===== config.mk =====
export PLATFORM = sky130hd
export DESIGN_NAME = pipelined_chunk_addsub
export DESIGN_NICKNAME = d
export VERILOG_FILES = /design/src/rtl/pipelined_chunk_addsub.sv
export SDC_FILE = /design/constraint.sdc
export NUM_CORES = 1
export LEC_CHECK = 0
export ABC_AREA = 1
export CORE_ASPECT_RATIO = 2
export CORE_MARGIN = 8
export CORE_UTILIZATION = 45
export CTS_BUF_LIST = sky130_fd_sc_hd__clkbuf_4 sky130_fd_sc_hd__clkbuf_8 sky130_fd_sc_hd__clkbuf_16
export CTS_CLUSTER_DIAMETER = 120
export CTS_CLUSTER_SIZE = 24
export DETAILED_ROUTE_END_ITERATION = 7
export GPL_ROUTABILITY_DRIVEN = 0
export GPL_TIMING_DRIVEN = 0
export PLACE_DENSITY = 0.74
export SLEW_MARGIN = 10
export SYNTH_ARGS = -nofsm -noshare
export SYNTH_HDL_FRONTEND = slang
export SYNTH_SLANG_ARGS = --single-unit

===== constraint.sdc =====
create_clock -name clk -period 8.6 [get_ports clk]
set_input_delay 1.72 -clock clk [delete_from_list [all_inputs] [get_ports clk]]
set_output_delay 1.72 -clock clk [all_outputs]
set_load 0.01 [all_outputs]

===== src/rtl/pipelined_chunk_addsub.sv =====
// Multi-cycle WIDTH-bit add/sub, one CHUNK-bit slice per cycle with a registered inter-slice carry.
// Result valid NCH cycles after accept; accepts nothing until the result is taken (out_valid & out_ready).
module pipelined_chunk_addsub #(
  parameter int WIDTH = 32,
  parameter int CHUNK = 8
) (
  input  logic             clk,
  input  logic             rst_n,
  input  logic             in_valid,
  output logic             in_ready,
  input  logic [WIDTH-1:0] a,
  input  logic [WIDTH-1:0] b,
  input  logic             op,
  output logic             out_valid,
  input  logic             out_ready,
  output logic [WIDTH-1:0] sum,
  output logic             cout,
  output logic             overflow,
  output logic             zero,
  output logic             negative
);

  localparam int NCH = WIDTH / CHUNK;
  localparam int CW  = (NCH > 1) ? $clog2(NCH) : 1;
  localparam logic [CW-1:0] LAST = CW'(NCH - 1);

  generate
    if (WIDTH < 2 || CHUNK < 1 || (WIDTH % CHUNK) != 0) begin : g_bad_params
      $error("pipelined_chunk_addsub: WIDTH must be >= 2 and a multiple of CHUNK");
    end
  endgenerate

  typedef enum logic [1:0] {IDLE, CALC, DONE} state_t;

  state_t           state, state_nxt;
  logic [WIDTH-1:0] a_r, bx_r, sum_r, sum_nxt;
  logic             carry_r;
  logic [CW-1:0]    cnt;
  logic [CHUNK:0]   slice;
  logic             msb_cin;
  logic             cout_r, ovf_r, zero_r, neg_r;
  int               base;

  // Current slice result merged into the running sum so the final edge sees the full word.
  always_comb begin
    base    = int'(cnt) * CHUNK;
    slice   = {1'b0, a_r[base +: CHUNK]} + {1'b0, bx_r[base +: CHUNK]} + {{CHUNK{1'b0}}, carry_r};
    sum_nxt = sum_r;
    sum_nxt[base +: CHUNK] = slice[CHUNK-1:0];
    msb_cin = a_r[WIDTH-1] ^ bx_r[WIDTH-1] ^ sum_nxt[WIDTH-1];
  end

  always_ff @(posedge clk or negedge rst_n) begin
    if (!rst_n) state <= IDLE;
    else        state <= state_nxt;
  end

  always_comb begin
    state_nxt = state;
    in_ready  = 1'b0;
    out_valid = 1'b0;
    case (state)
      IDLE: begin
        in_ready = 1'b1;
        if (in_valid) state_nxt = CALC;
      end
      CALC: begin
        if (cnt == LAST) state_nxt = DONE;
      end
      DONE: begin
        out_valid = 1'b1;
        if (out_ready) state_nxt = IDLE;
      end
      default: state_nxt = IDLE;
    endcase
  end

  always_ff @(posedge clk or negedge rst_n) begin
    if (!rst_n) begin
      a_r     <= '0;
      bx_r    <= '0;
      sum_r   <= '0;
      carry_r <= 1'b0;
      cnt     <= '0;
      cout_r  <= 1'b0;
      ovf_r   <= 1'b0;
      zero_r  <= 1'b0;
      neg_r   <= 1'b0;
    end else if (state == IDLE && in_valid) begin
      // Subtraction is A + ~B + 1: invert B here and inject the +1 as slice 0 carry-in.
      a_r     <= a;
      bx_r    <= b ^ {WIDTH{op}};
      carry_r <= op;
      cnt     <= '0;
    end else if (state == CALC) begin
      sum_r   <= sum_nxt;
      carry_r <= slice[CHUNK];
      cnt     <= cnt + 1'b1;
      if (cnt == LAST) begin
        cout_r <= slice[CHUNK];
        ovf_r  <= msb_cin ^ slice[CHUNK];
        zero_r <= (sum_nxt == '0);
        neg_r  <= sum_nxt[WIDTH-1];
      end
    end
  end

  assign sum      = sum_r;
  assign cout     = cout_r;
  assign overflow = ovf_r;
  assign zero     = zero_r;
  assign negative = neg_r;

endmodule

==> impl_metrics.json, run 1 <==
{
  "run_status": "finished, final reports clean",
  "clock_transition_at_the_register_clock_pins_on_the_worst_setup_and_hold_paths_after_cts_ns": 0.08,
  "final.min_clock_period_ns": 3.94,
  "wire_per_inst_um": 17.9,
  "worst_pin_slew_ns": 0.658,
  "detail_route.iter0.violations": 305,
  "total_power_mw": 3.14,
  "netlist_area_um2": 5670,
  "core_um2": 12500,
  "cts_tree": "built",
  "cp_data_arrival_time_ns": 4.24,
  "cts_hold_repair.buffers": 0,
  "total_count_of_max_transition_violations_in_the_final_report": 0,
  "min_path_type": "reg2reg",
  "die_x_um": 95.4,
  "synth_top_area_cell": "sky130_fd_sc_hd__dfrtp_1",
  "synthesized_instance_count": 739,
  "post-cts-setup-buffer-count": 0,
  "post_cts.resized_instances": 0,
  "place_hpwl_um": 14300,
  "worst_r2r_startpoint": "cnt[0]",
  "async_flop_share": 1.00,
  "slack_of_the_worst_reg_to_reg_path_ns": 4.66,
  "area.growth.synth_to_final_pct": 27.5,
  "n_antenna_cell": 0,
  "synth_sequential_area_ratio": 0.463,
  "setup_viol": 0,
  "type_of_destination_of_the_critical_path": "flop",
  "design.die.area_um2": 16700,
  "clock_tree.htree_level_count": 3,
  "antenna_found_initial": 0,
  "vias_in_the_first_global_route": 5699,
  "grt_max_degree": 58,
  "cts_sinks": 105,
  "floorplan.initialDensity": 0.455,
  "drt-vias-per-instance": 5.45,
  "crit_family": "simple AND/OR/NAND/NOR gates",
  "insertion_delay_ns": 0.36,
  "worstPathBufferInverterCount": 5,
  "post_synth_main_area_contributors": "sky130_fd_sc_hd__dfrtp_1 (46%), sky130_fd_sc_hd__nand2_1 (16%), sky130_fd_sc_hd__o21ai_0 (8.1%), sky130_fd_sc_hd__xnor2_1 (5.1%), sky130_fd_sc_hd__nor2_1 (4.3%)",
  "clock-skew-final_ns": 0.0107,
  "worst_path_most_repeated_cell": "sky130_fd_sc_hd__nor2_1",
  "cp-startpoint": "cnt[0]",
  "via_count": 5507,
  "ys_types": 33,
  "finalCritPeriodShare": 0.458,
  "grt_setup_unrepaired": "false",
  "crit_path_start_kind": "flop",
  "ir_worst_vdd_mv": 0.228,
  "multi_input_comb_area_um2": 2690,
  "final-hold-violation-count": 0,
  "worst_path_max_delay_cell": "sky130_fd_sc_hd__dfrtp_1",
  "path_depth": 21,
  "slew-limit-headroom": 0.561,
  "critical-path-max-stage-delay_ns": 0.45,
  "worst_r2r_path_depth": 21,
  "die-height_um": 175,
  "criticalPathCategory": "reg2reg",
  "power.density_cell_area_nw_per_um2": 434,
  "synthesis.nets": 823,
  "detailedRoute.firstPassIterationCount": 6,
  "timing.critical_path.required_ns": 8.90,
  "timing.rr.end": "zero",
  "io_pins": 107,
  "cts_made_buffers": 9,
  "critical_path_cell_sequence": "buf_6 -> buf_2 -> clkbuf_1 -> nor2_1 -> o22ai_1 -> fa_1 -> inv_1 -> fa_1 -> inv_1 -> nand2_1 -> nand2_1 -> nor2_1 -> nor2_1 -> nand3_1 -> nor2_1 -> nand3_1 -> nor2_1 -> nand3_1 -> nor2_1 -> nand3_1 -> nand2_1",
  "power.leakage_nw": 3.36,
  "grtUsageTotal": 0.225,
  "cap_viol_max_count": 0,
  "worst-path-max-fanout": 10,
  "setup-tns-final_ns": 0,
  "route.antenna.remaining_nets": 0,
  "endpoint": "zero",
  "synth_enable_flop_cells": 0,
  "fillers": 1202,
  "clock.fmax_mhz": 254,
  "yosysWarningCount": 0,
  "port_buffers": 105,
  "cts_buffer_depth": 2,
  "register_area_um2": 2630,
  "drive_gt1_frac": 0.0476,
  "num-nets-final": 940,
  "remaining_drc_errors": 0,
  "grt_first_pass_wirelength_um": 28300,
  "dominantRegCellSynth": "sky130_fd_sc_hd__dfrtp_1",
  "total_routed_length_um": 18100,
  "clock-root-buffer": "sky130_fd_sc_hd__clkbuf_16",
  "synth_top_area_share": 0.463,
  "overflow": 0,
  "synth_seq_cells": 105,
  "rows": 58,
  "postSynthAreaPerCell_um2": 7.68,
  "final_cell_mix": "sky130_fd_sc_hd__nand2_1 (246), sky130_fd_sc_hd__dfrtp_1 (105), sky130_fd_sc_hd__clkdlybuf4s50_1 (104)",
  "layout_commonest_cell": "sky130_fd_sc_hd__nand2_1"
}
==> cell usage after synthesis, types with 3 or more instances <==
cell type,n
sky130_fd_sc_hd__ha_1,13
sky130_fd_sc_hd__a21oi_1,8
sky130_fd_sc_hd__inv_1,50
sky130_fd_sc_hd__clkbuf_1,22
sky130_fd_sc_hd__a31oi_1,7
sky130_fd_sc_hd__nand4_1,9
sky130_fd_sc_hd__nand2_2,5
sky130_fd_sc_hd__nand3_1,22
sky130_fd_sc_hd__inv_2,5
sky130_fd_sc_hd__nand2_1,246
sky130_fd_sc_hd__buf_1,5
sky130_fd_sc_hd__dfrtp_1,105
sky130_fd_sc_hd__o22ai_1,22
sky130_fd_sc_hd__o21ai_0,92
sky130_fd_sc_hd__buf_2,6
sky130_fd_sc_hd__nor2_1,65
sky130_fd_sc_hd__clkinv_1,3
sky130_fd_sc_hd__xnor2_1,33
==> per-layer routing <==
layer,GRT usage,wire length (um),part of all wire,up-vias
met3,0.0275,802,0.044,99
met2,0.414,9950,0.55,241
met5,0,0,0,-
li1,-,-,-,2611
met4,0.179,1480,0.082,0
met1,0.210,5880,0.32,2556
==> final cells by class <==
cell class | instances | share of cell area
multi-input cells | 542 | 0.371
flip-flops and latches | 105 | 0.363
repair buffers | 106 | 0.149
clock buffers | 9 | 0.0311
inverters | 58 | 0.0301
well taps | 150 | 0.0260
plain buffers | 34 | 0.0197
clock inverters | 7 | 0.00900
==> worst min-delay path by stage <==
stage,start,end,slack (ns),cells after the start
2_1_floorplan,a_r[16],a_r[16],0.44,2
3_3_place_gp,a_r[21],a_r[21],0.46,2
3_5_place_dp,a_r[16],a_r[16],0.46,2
4_1_cts,a_r[16],a_r[16],0.48,2
5_1_grt,bx_r[4],bx_r[4],0.51,2
6_report,a_r[16],a_r[16],0.48,2
==> worst reg2reg max path, cell delays in order (launching register included) <==
cell                       delay [ns]
sky130_fd_sc_hd__dfrtp_1         0.45
sky130_fd_sc_hd__buf_6           0.18
sky130_fd_sc_hd__buf_2           0.25
sky130_fd_sc_hd__clkbuf_1        0.43
sky130_fd_sc_hd__nor2_1          0.12
sky130_fd_sc_hd__o22ai_1         0.23
sky130_fd_sc_hd__fa_1            0.33
sky130_fd_sc_hd__inv_1           0.09
sky130_fd_sc_hd__fa_1            0.39
sky130_fd_sc_hd__inv_1           0.08
sky130_fd_sc_hd__nand2_1         0.06
sky130_fd_sc_hd__nand2_1         0.06
sky130_fd_sc_hd__nor2_1          0.04
sky130_fd_sc_hd__nor2_1          0.20
sky130_fd_sc_hd__nand3_1         0.12
sky130_fd_sc_hd__nor2_1          0.17
sky130_fd_sc_hd__nand3_1         0.11
sky130_fd_sc_hd__nor2_1          0.10
sky130_fd_sc_hd__nand3_1         0.11
sky130_fd_sc_hd__nor2_1          0.17
sky130_fd_sc_hd__nand3_1         0.13
sky130_fd_sc_hd__nand2_1         0.08
==> logic make-up after synthesis <==
logic type / after synthesis / share of synthesized area
AO/OA/AOI/OAI: 138 / 0.133
XOR/XNOR: 34 / 0.0525
adder cells (fa/ha/maj): 15 / 0.0357
buffers and inverters: 92 / 0.0635
flip-flops: 105 / 0.463
AND/OR/NAND/NOR: 355 / 0.252
==> state kept, by name, summed over array words and instances (netlist names) <==
register / flops
a_r: 32
bx_r: 32
sum: 32
cnt: 2
state: 2
carry_r: 1
cout: 1
negative: 1
overflow: 1
zero: 1
==> where the power goes <==
part	internal (mW)	switching, mW	leakage, nW
Sequential	0.709	0.178	1.33
Combinational	0.656	1.19	1.89
Clock	0.202	0.203	0.143
==> through the flow <==
stage / setup slack [ns] / utilization / area [um2] / hold WS, ns / std cells
final: 4.66 / 0.579 / 7230 / 0.480 / 1011
after global routing: 4.39 / 0.579 / 7230 / 0.508 / 1011
after CTS: 4.75 / 0.579 / 7230 / 0.479 / 1011
after detailed placement: 4.79 / 0.556 / 6940 / 0.460 / 995
after global placement: 1.97 / 0.554 / 6910 / 0.459 / 994
after floorplan: 5.71 / - / 5670 / 0.444 / 739
Power figures use the tool's default switching activity.
==> run 2, diff against run 1 <==
Settings changed: PLACE_DENSITY 0.74 to 0.76.
Clock period 8.6 ns to 3.6 ns, I/O delays scaled along.
==> impl_metrics.json, run 2 (synthesized netlist as in run 1, its figures left out) <==
{
  "final_critical_path_setup_slack_ns": 0.222,
  "total_routed_length_um": 17800,
  "drt-vias-per-instance": 5.36,
  "worst_r2r_startpoint": "cnt[0]",
  "design.die.area_um2": 16700,
  "finalCritPeriodShare": 0.938,
  "core_um2": 12500,
  "final_area_um2": 7310,
  "port_buffers": 105,
  "wire_per_inst_um": 17.6,
  "cap_viol_max_count": 0,
  "criticalPathCategory": "reg2reg",
  "netSwitchingPower_mw": 3.71,
  "clock-skew-final_ns": 0.00970,
  "cts_tree": "built",
  "clock.fmax_mhz": 296,
  "internal-power_mw": 3.95,
  "detail_route.iter0.violations": 296,
  "power.leakage_nw": 3.40,
  "insertion_delay_ns": 0.35,
  "crit_path_start_kind": "flop",
  "type_of_destination_of_the_critical_path": "flop",
  "slack_of_the_worst_reg_to_reg_path_ns": 0.22,
  "p_sw_frac": 0.484,
  "comb_power_share": 0.583,
  "grt_setup_unrepaired": "false",
  "grtUsageTotal": 0.222,
  "cts_made_buffers": 9,
  "overflow": 0,
  "final-hold-violation-count": 0,
  "ir_worst_vdd_mv": 0.576,
  "cts_sinks": 105,
  "setup_viol": 0,
  "holdWs_ns": 0.255,
  "worst_pin_slew_ns": 0.673,
  "cts_buffer_depth": 2,
  "clock-root-buffer": "sky130_fd_sc_hd__clkbuf_16",
  "die_x_um": 95.4,
  "total_power_mw": 7.67,
  "detailedRoute.firstPassIterationCount": 5,
  "place_worst_setup_slack_ns": -0.129,
  "route.antenna.remaining_nets": 0,
  "total_count_of_max_transition_violations_in_the_final_report": 0,
  "placedInstanceArea_um2": 6940,
  "run_status": "finished, final reports clean",
  "final_cell_mix": "sky130_fd_sc_hd__nand2_1 (246), sky130_fd_sc_hd__dfrtp_1 (104), sky130_fd_sc_hd__clkdlybuf4s50_1 (104)",
  "worst_r2r_path_depth": 18,
  "place_hpwl_um": 14200,
  "antenna_found_initial": 0,
  "min_path_type": "in2async",
  "layout_commonest_cell": "sky130_fd_sc_hd__nand2_1",
  "vias_in_the_first_global_route": 5672,
  "slew-limit-headroom": 0.551,
  "remaining_drc_errors": 0,
  "fillers": 1168,
  "via_count": 5414,
  "floorplan.initialDensity": 0.455,
  "io_pins": 107,
  "grt_max_degree": 70,
  "power.density_cell_area_nw_per_um2": 1050,
  "timing.rr.end": "zero",
  "clkPwrFrac": 0.141,
  "grt_first_pass_wirelength_um": 27900,
  "worst-path-max-fanout": 10,
  "rows": 58,
  "die-height_um": 175,
  "num-nets-final": 941,
  "timing.critical_path.required_ns": 3.84,
  "power_frac_seq": 0.276,
  "clock_transition_at_the_register_clock_pins_on_the_worst_setup_and_hold_paths_after_cts_ns": 0.07,
  "n_antenna_cell": 0,
  "final.min_clock_period_ns": 3.38,
  "area.growth.synth_to_final_pct": 28.8,
  "cp_data_arrival_time_ns": 3.62,
  "clock_tree.htree_level_count": 3,
  "drive_gt1_frac": 0.0604
}
## run 2: changes by cell type in the layout (fill, tap and decap cells not counted), moves of 2 or more
cell / previous run / this run
sky130_fd_sc_hd__nor2_1: 65 / 63
sky130_fd_sc_hd__o22ai_2: 0 / 2
sky130_fd_sc_hd__clkbuf_2: 0 / 4
sky130_fd_sc_hd__bufinv_16: 0 / 2
sky130_fd_sc_hd__clkinv_4: 3 / 0
sky130_fd_sc_hd__nor2_2: 2 / 4
sky130_fd_sc_hd__clkbuf_8: 0 / 2
sky130_fd_sc_hd__clkbuf_4: 0 / 2
sky130_fd_sc_hd__o22ai_1: 22 / 20
sky130_fd_sc_hd__clkbuf_1: 22 / 17
## run 2: power groups by stage
stage                     logic [mW]  registers [mW]  clock network [mW]
final                           4.47            2.12                1.08
after global routing            4.94            2.16                1.14
after CTS                       4.32            2.10                1.09
after detailed placement        4.29            2.12                   0
after global placement          4.22            2.11                   0
after floorplan                 2.84            2.02                   0
## run 2: cell type report
class | instances | area, um2 | share of cell area
Inverter | 58 | 218 | 0.0298
Clock inverter | 4 | 73.8 | 0.0101
Multi-Input combinational cell | 542 | 2710 | 0.370
Tap cell | 150 | 188 | 0.0257
Buffer | 34 | 154 | 0.0211
Clock buffer | 11 | 253 | 0.0346
Sequential cell | 105 | 2630 | 0.360
Timing Repair Buffer | 107 | 1090 | 0.149
## run 2: repair_timing
item | in CTS | in global routing
endpoints found under the setup margin | 1 | 4
hold buffers | 0 | 0
setup buffers | 0 | 1
gates resized for setup | 1 | 17
pin swaps | 0 | 1
## run 2: worst max path at each step
stage / endpoint / startpoint / depth (start not counted) / slack [ns]
after CTS: zero / cnt[0] / 21 / 0.01
after detailed placement: zero / cnt[0] / 21 / -0.13
after global placement: sum[23] / rst_n / 1 / -2.02
after global routing: zero / cnt[0] / 18 / 0.02
final: zero / cnt[0] / 18 / 0.22
after floorplan: zero / cnt[0] / 20 / 0.71
## run 2: critical path, stage by stage, from the launching register on
cell                       delay [ns]
sky130_fd_sc_hd__dfrtp_2         0.42
sky130_fd_sc_hd__buf_6           0.16
sky130_fd_sc_hd__clkbuf_4        0.22
sky130_fd_sc_hd__buf_1           0.44
sky130_fd_sc_hd__nor2_1          0.11
sky130_fd_sc_hd__o22ai_1         0.19
sky130_fd_sc_hd__ha_1            0.32
sky130_fd_sc_hd__a21oi_1         0.23
sky130_fd_sc_hd__nand2_1         0.10
sky130_fd_sc_hd__nand2_1         0.09
sky130_fd_sc_hd__nand2_1         0.07
sky130_fd_sc_hd__nand2_1         0.09
sky130_fd_sc_hd__nand2_1         0.11
sky130_fd_sc_hd__nor2_1          0.25
sky130_fd_sc_hd__a21oi_1         0.13
sky130_fd_sc_hd__nand3_1         0.10
sky130_fd_sc_hd__nor2_1          0.05
sky130_fd_sc_hd__nand3_1         0.12
sky130_fd_sc_hd__nand2_1         0.06
## run 2: per-layer routing
metal,up-vias,GRT usage,share of wire
li1,2616,-,-
met1,2496,0.202,0.33
met2,207,0.399,0.53
met3,95,0.0374,0.042
met4,0,0.194,0.091
met5,-,0,0
## run 2: per-stage QoR
step / TNS [ns] / utilization / cells
2_1_floorplan: 0 / - / 739
3_3_place_gp: -211.57 / 0.554 / 994
3_5_place_dp: -0.129 / 0.556 / 995
4_1_cts: 0 / 0.582 / 1010
5_1_grt: 0 / 0.586 / 1011
6_report: 0 / 0.586 / 1011
==> run 3, diff against run 2 <==
Settings changed: CORE_UTILIZATION 45 to 33, PLACE_DENSITY 0.76 to 0.58.
Clock period 3.6 ns to 3.7 ns, I/O delays scaled along.
==> impl_metrics.json, run 3 (synthesized netlist as in run 1, its figures left out) <==
{
  "run_status": "finished, final reports clean",
  "rows": 68,
  "power.density_cell_area_nw_per_um2": 1000,
  "timing.critical_path.required_ns": 3.99,
  "cts_tree": "built",
  "type_of_destination_of_the_critical_path": "flop",
  "die-height_um": 201,
  "route.antenna.remaining_nets": 0,
  "clock_tree.htree_level_count": 3,
  "remaining_drc_errors": 0,
  "p_sw_frac": 0.478,
  "grt_max_degree": 74,
  "final-hold-violation-count": 0,
  "drt-vias-per-instance": 4.90,
  "cts_sinks": 105,
  "cp_data_arrival_time_ns": 3.71,
  "clock_transition_at_the_register_clock_pins_on_the_worst_setup_and_hold_paths_after_cts_ns": 0.07,
  "cts_hold_repair.buffers": 0,
  "clkPwrFrac": 0.146,
  "gr-usage-met2": 0.275,
  "power.leakage_nw": 3.40,
  "internal-power_mw": 3.86,
  "final_cell_mix": "sky130_fd_sc_hd__nand2_1 (246), sky130_fd_sc_hd__dfrtp_1 (104), sky130_fd_sc_hd__clkdlybuf4s50_1 (104)",
  "crit_family": "simple AND/OR/NAND/NOR gates",
  "io_pins": 107,
  "vias_in_the_first_global_route": 5246,
  "worst_path_most_repeated_cell": "sky130_fd_sc_hd__nand2_1",
  "insertion_delay_ns": 0.35,
  "worstPathBufferInverterCount": 5,
  "area.growth.synth_to_final_pct": 29.9,
  "worst_path_max_delay_cell": "sky130_fd_sc_hd__dfrtp_2",
  "slew-limit-headroom": 0.514,
  "worst_r2r_startpoint": "cnt[0]",
  "power_frac_seq": 0.271,
  "grtUsageTotal": 0.162,
  "detailedRoute.firstPassIterationCount": 8,
  "clock.fmax_mhz": 292,
  "final-instance-count-excl-fill": 1069,
  "final.min_clock_period_ns": 3.42,
  "cap_viol_max_count": 0,
  "floorplan.initialDensity": 0.333,
  "num-nets-final": 940,
  "core_um2": 17000,
  "total_count_of_max_transition_violations_in_the_final_report": 0,
  "netSwitchingPower_mw": 3.53,
  "via_count": 5237,
  "antenna_found_initial": 0,
  "grt_setup_unrepaired": "false",
  "clock-skew-final_ns": 0.0103,
  "gr-usage-met1": 0.198,
  "fillers": 1773,
  "critical_path_cell_sequence": "buf_6 -> buf_2 -> buf_4 -> nor2_1 -> o22ai_2 -> fa_2 -> inv_1 -> fa_1 -> inv_1 -> nand3_1 -> nand2_1 -> nand2_1 -> nand2_1 -> nand2_1 -> nand2_1 -> nor2_1 -> a21oi_1 -> nand3_1 -> nor2_1 -> nand3_1 -> nand2_1",
  "slack_of_the_worst_reg_to_reg_path_ns": 0.28,
  "n_antenna_cell": 0,
  "placedInstanceArea_um2": 7020,
  "global_route.peak_usage_layer": "met2",
  "cts_buffer_depth": 2,
  "criticalPathCategory": "reg2reg",
  "detail_route.iter0.violations": 250,
  "post-cts-setup-buffer-count": 0,
  "total_routed_length_um": 17400,
  "grt_util_met3": 0.0327,
  "timing.rr.end": "zero",
  "comb_power_share": 0.583,
  "crit_path_start_kind": "flop",
  "finalCritPeriodShare": 0.924,
  "drive_gt1_frac": 0.0559,
  "ir_worst_vdd_mv": 0.375,
  "place_hpwl_um": 13400,
  "design.die.area_um2": 21900,
  "worst-path-max-fanout": 10,
  "worst_pin_slew_ns": 0.728,
  "wire_per_inst_um": 16.3,
  "cts_made_buffers": 9,
  "min_path_type": "in2async",
  "die_x_um": 109,
  "worst_r2r_path_depth": 21,
  "final_area_um2": 7370,
  "layout_commonest_cell": "sky130_fd_sc_hd__nand2_1",
  "setup_viol": 0,
  "critical-path-max-stage-delay_ns": 0.41,
  "numPlacedInstances": 1055,
  "grt_first_pass_wirelength_um": 27600,
  "port_buffers": 105,
  "overflow": 0,
  "clock-root-buffer": "sky130_fd_sc_hd__clkbuf_16"
}
## run 3: layout make-up
cell class / instances / area, um2 / share of cell area
sequential: 105 / 2630 / 0.357
buffer: 34 / 150 / 0.0204
inverter: 58 / 218 / 0.0295
clock buffer: 9 / 225 / 0.0305
tap: 210 / 263 / 0.0356
timing repair buffer: 106 / 1080 / 0.146
clock inverter: 5 / 104 / 0.0141
multi-input combinational: 542 / 2700 / 0.367
## run 3: worst max-delay path by stage
stage / endpoint / cells past startpoint / slack (ns) / start
after global routing: zero / 21 / 0.01 / cnt[0]
final: zero / 21 / 0.28 / cnt[0]
after global placement: sum[24] / 1 / -2.13 / rst_n
after CTS: zero / 21 / 0.08 / cnt[0]
after floorplan: zero / 20 / 0.81 / cnt[0]
after detailed placement: zero / 21 / -0.07 / cnt[0]
## run 3: repair_timing
item                       4_1_cts  5_1_grt
resized for setup                1       14
pin swaps                        0        0
cloned                           0        0
hold endpoints to repair         0        0
setup endpoints to repair        1        3
## run 3: power by group through the flow
stage               clock network [mW]  logic [mW]  registers [mW]
floorplan                            0        2.76            1.96
detailed placement                   0        4.22            2.02
finish                            1.08        4.31            2.00
global placement                     0        4.17            2.02
CTS                               1.10        4.25            2.01
global route                      1.13        4.78            2.07
## run 3: per-layer routing
layer / wire length [um] / share of wire
met5: 0 / 0
met4: 286 / 0.016
met3: 1070 / 0.061
met2: 8760 / 0.50
met1: 7320 / 0.42
## run 3: stage by stage
step | setup WS [ns] | power [mW] | util | TNS, ns | hold slack (ns)
2_1_floorplan | 0.807 | 4.73 | - | 0 | 0.444
6_report | 0.280 | 7.39 | 0.433 | 0 | 0.263
3_3_place_gp | -2.13 | 6.19 | 0.411 | -222.20 | 0.457
5_1_grt | 0.0114 | 7.98 | 0.433 | 0 | 0.286
4_1_cts | 0.0779 | 7.35 | 0.432 | 0 | 0.271
3_5_place_dp | -0.0749 | 6.25 | 0.412 | -0.0749 | 0.465
==> edit 1: new RTL, config.mk and constraints of run 2 <==
Re-encode `state_t` (3 states) as one-hot, 3 bits wide.
--- a/src/rtl/pipelined_chunk_addsub.sv
+++ b/src/rtl/pipelined_chunk_addsub.sv
@@ -31,5 +31,5 @@
   endgenerate
 
-  typedef enum logic [1:0] {IDLE, CALC, DONE} state_t;
+  typedef enum logic [2:0] {IDLE = 3'b001, CALC = 3'b010, DONE = 3'b100} state_t;
 
   state_t           state, state_nxt;
Behaviour: no difference found for any inputs over 4 cycles, from zero or initial values and one cycle with rst_n low; so few cycles prove little.
==> edit 1 against run 2 <==
- global-route usage is 0.45 points lower
- utilization is 0.069 points lower
- combinational power is 13% lower
- final area is 0.46% higher
- synthesized cell count is 2.7% higher
- worst hold slack better by 38 ps
- cell count is 1.9% higher
- worst setup slack better by 19 ps
- total power is 8.7% lower
- wire length is 1.1% lower
- largest cell class unchanged
- sequential cell count is 1 higher
- synthesized area is 1.2% higher
==> edit 1: results (changes against run 2) <==
status=completed (unchanged); synth top area cells=dfrtp_1 46%, nand2_1 16%, o21ai_0 8.0%, nor2_1 5.7%, xnor2_1 4.9% (was dfrtp_1 46%, nand2_1 16%, o21ai_0 8.1%, xnor2_1 5.1%, nor2_1 4.3%); CTS buffer count=9 (unchanged); first-pass GRT wire length=27600 µm (was 27900 µm); vias in the first global route=5601 (was 5672); Skew-Pair Late Insertion Delay=360 ps; CP max FO=11 (was 10); HP Class=input pin to asynchronous set/reset pin (unchanged); fin nets=959 (was 941); DR iter-0 viols=368 (was 296); post-route clock skew=7.33 ps (was 9.70 ps); routed length per placed instance=17.1 µm (was 17.6 µm); complex-gate fraction of the synthesized area=12.5% (was 13.3%); XOR/XNOR Fraction of Synth Area=5.19% (was 5.25%); sequential share of the synthesized area=46.2% (was 46.3%); largest net degree at the start of global routing=59 (was 70); DR vias=5473 (was 5414); area share of fa/ha/maj cells after synthesis=3.53% (was 3.57%); WP data arrival=3660 ps (was 3620 ps); VDD IR max=0.525 mV (was 0.576 mV); DPL Wire Length=13900 µm (was 14200 µm); slowest CP cell=dfrtp_2 (was buf_1); pre-CTS setup slack=-154 ps (was -129 ps); Post-DP Area=7010 µm² (was 6940 µm²); slew margin rel.=61.3% (was 55.1%); Leak=3.45 nW (was 3.40 nW); share of layout cells above drive strength 1=5.57% (was 6.04%); worst r2r src=cnt[1]$_DFFE_PN0P_ (was cnt[0]$_DFFE_PN0P_); Yosys cell types=29 (was 33); post-synthesis net count=843 (was 823); GRT Total Usage=21.7% (was 22.2%)
## edit 1: repair_timing
| item | CTS | global route |
|---|---|---|
| gates resized for setup | 2 | 23 |
| endpoints found under the setup margin | 2 | 2 |
| endpoints found under the hold margin | 0 | 0 |
| pin swaps | 0 | 2 |
| hold buffers | 0 | 0 |
| setup buffers | 0 | 0 |
## edit 1: worst paths after layout
check	endpoint	slack (ps)
worst min-delay path	a_r[5]$_DFFE_PN0P_	290
worst max-delay path	zero$_DFFE_PN0P_	240
max in group asynchronous	a_r[20]$_DFFE_PN0P_	2670
worst max register to register	zero$_DFFE_PN0P_	240
min in group clk	bx_r[18]$_DFFE_PN0P_	480
worst min register to register	bx_r[18]$_DFFE_PN0P_	480
## edit 1: critical path, delay by kind of cell (launching register included)
kind | cells | cell delay (ps)
DFF | 1 | 550
and+or+nand+nor | 13 | 1430
buffers and inverters | 2 | 510
adders and majority gates | 1 | 270
AOI/OAI and AO/OA | 2 | 540
## edit 1: report_power, final
part | internal [W] | switching, W | total, W
clock network | 0.000554 | 0.000446 | 0.00100
logic | 0.00143 | 0.00246 | 0.00389
registers | 0.00170 | 0.000415 | 0.00211
total | 0.00368 | 0.00332 | 0.00700
## edit 1: routing by layer
layer | vias to the layer above | GRT usage [%] | wire [µm] | share of wire [%]
li1 | 2671 | - | - | -
met1 | 2512 | 20.8 | 5810 | 33
met2 | 211 | 39.9 | 9780 | 56
met3 | 79 | 2.57 | 736 | 4.2
met4 | 0 | 16.3 | 1250 | 7.1
met5 | - | 0 | 0 | 0
## edit 1: through the flow
stage | hold WS, ps | util [%] | instances
4_1_cts | 308 | 58.2 | 1030
6_report | 294 | 58.5 | 1030
3_5_place_dp | 466 | 55.8 | 1015
2_1_floorplan | 424 | - | 759
3_3_place_gp | 459 | 55.6 | 1014
5_1_grt | 329 | 58.5 | 1030
## edit 1: cell type report
cell class | instances | area, µm²
fill | 1135 | 5210
multi-input combinational | 557 | 2740
sequential | 106 | 2660
timing repair buffer | 106 | 1080
clock buffer | 11 | 240
inverter | 57 | 214
tap | 150 | 188
buffer | 38 | 169
clock inverter | 5 | 56.3
## edit 1: logic make-up (layout without fill, tap and decap cells)
kind of cell / count (synthesis) / in the layout
and+or+nand+nor: 375 / 375
AOI/OAI and AO/OA: 133 / 133
DFF: 106 / 106
buffers and inverters: 96 / 217
xor gates and xnor gates: 34 / 34
adders and majority gates: 15 / 15
==> edit 2: new RTL, flow settings as in run 2 <==
Made on the original files. Set the parameter `CHUNK` to 16 (it was 8).
--- a/src/rtl/pipelined_chunk_addsub.sv
+++ b/src/rtl/pipelined_chunk_addsub.sv
@@ -3,5 +3,5 @@
 module pipelined_chunk_addsub #(
   parameter int WIDTH = 32,
-  parameter int CHUNK = 8
+  parameter int CHUNK = 16
 ) (
   input  logic             clk,
Behaviour: not the same (a bounded check fails within 4 cycles, from zero or initial values and one cycle with rst_n low).
==> edit 2 against run 2 <==
- non-clock buffer count fell by 5
- sequential share of layout area rose by 0.42 points
- first-iteration DRC count fell by 19%
- worst setup slack improved by 380 ps
- count of clock-buffer cells in the layout rose by 2
- wire length fell by 13%
- synthesized area fell by 2.0%
- clock skew barely moved
- total power fell by 1.1%
- sequential cell count fell by 1
- final area fell by 2.1%
- largest cell class unchanged
==> edit 2: results (changes against run 2) <==
critical path launch point=cnt$_DFFE_PN0P_ (was cnt[0]$_DFFE_PN0P_); R2R cell count=19 (was 18); largest net degree at the start of global routing=65 (was 70); post-route clock skew=10.1 ps (was 9.70 ps); Pint=0.00401 W (was 0.00395 W); post_cts resized=0 (was 1); GRT Total Usage=19.7% (was 22.2%); worst slew pin tran=593 ps (was 673 ps); Skew-Pair Late Insertion Delay=350 ps (about the same); WP data arrival=3240 ps (was 3620 ps); list of most frequent post-synthesis cells=351 x nand2_1, 104 x dfrtp_1, 61 x o21ai_0 (was 246 x nand2_1, 105 x dfrtp_1, 92 x o21ai_0); first-pass GRT wire length=25100 µm (was 27900 µm); VDD IR max=0.473 mV (was 0.576 mV); post-synthesis net count=812 (was 823); share of layout cells above drive strength 1=4.13% (was 6.04%); DR iter-0 viols=240 (was 296); synth top area cells=dfrtp_1 47%, nand2_1 24%, o21ai_0 5.5%, xnor2_1 5.4%, ha_1 3.4% (was dfrtp_1 46%, nand2_1 16%, o21ai_0 8.1%, xnor2_1 5.1%, nor2_1 4.3%); HP Class=input pin to asynchronous set/reset pin (unchanged); Leak=3.53 nW (was 3.40 nW); vias in the first global route=5310 (was 5672); status=completed (unchanged); htree depth=3 (unchanged); drt total wl=15500 µm (was 17800 µm); Fillers=1157 (was 1168); initial antenna violation count=1 (was 0); Yosys cell types=37 (was 33); pre-CTS setup slack=643 ps (was -129 ps); DPL Wire Length=12500 µm (was 14200 µm); sequential share of the synthesized area=46.8% (was 46.3%); DR vias=5053 (was 5414)
edit 2: metrics by stage:
| stage | hold slack, ps | cell area, µm² | std cells |
|---|---|---|---|
| 2_1_floorplan | 424 | 5560 | 726 |
| 3_3_place_gp | 457 | 6800 | 978 |
| 3_5_place_dp | 466 | 6820 | 979 |
| 4_1_cts | 357 | 7150 | 995 |
| 5_1_grt | 378 | 7150 | 996 |
| 6_report | 340 | 7150 | 996 |
edit 2: final timing paths:
check                                       endpoint  slack, ps
min in group clk                 a_r[13]$_DFFE_PN0P_        480
max in group asynchronous         a_r[3]$_DFFE_PN0P_       2570
worst min-delay path              a_r[6]$_DFFE_PN0P_        340
worst max-delay path            overflow$_DFFE_PN0P_        600
worst min register to register   a_r[13]$_DFFE_PN0P_        480
worst max register to register  overflow$_DFFE_PN0P_        600
edit 2: power groups by stage:
stage	combinational [W]	sequential, W	clock (W)
finish	0.00445	0.00208	0.00105
global placement	0.00433	0.00208	0
CTS	0.00446	0.00208	0.00106
detailed placement	0.00442	0.00210	0
global route	0.00499	0.00215	0.00110
floorplan	0.00287	0.00210	0
edit 2: kinds of logic (layout without fill, tap and decap cells):
| group | after synthesis | count (layout) | share of synthesized area (%) |
|---|---|---|---|
| flip-flops | 104 | 104 | 46.8 |
| AND/OR/NAND/NOR | 421 | 421 | 30.3 |
| multiplexers | 2 | 2 | 0.360 |
| AO/OA/AOI/OAI | 83 | 83 | 7.99 |
| adder cells (fa/ha/maj) | 17 | 17 | 4.09 |
| XOR/XNOR | 37 | 37 | 5.96 |
| other | 0 | 1 | 0 |
| buffers and inverters | 62 | 184 | 4.52 |
edit 2: final cells by class:
cell class / instances / share of cell area [%]
sequential: 104 / 36.4
antenna: 1 / 0.0350
timing repair buffer: 106 / 15.0
tap: 147 / 2.57
clock inverter: 3 / 0.665
multi-input combinational: 560 / 37.9
clock buffer: 13 / 3.92
inverter: 32 / 1.75
buffer: 30 / 1.77
edit 2: layer usage:
metal  vias to the layer above  GRT usage, %  wire [µm]
li1                       2528             -          -
met1                      2300          19.0       5440
met2                       166          36.3       8530
met3                        59          2.60        601
met4                         0          13.7        912
met5                         -             0          0
edit 2: worst max-delay path, stage by stage, from the launching register on:
cell      delay [ps]
dfrtp_1          380
buf_6            150
inv_6            130
clkbuf_1         400
nand2_1          100
nand2_1          110
ha_1             230
nand2_1          170
nor2_1           130
nand3_1          160
nand2_1          150
nand2_1          110
nand2_1          100
nand2_1           80
nand3_1           80
nand3_1          100
nand2_1           80
nand2_1           60
nand3_1          100
nand2_1           60
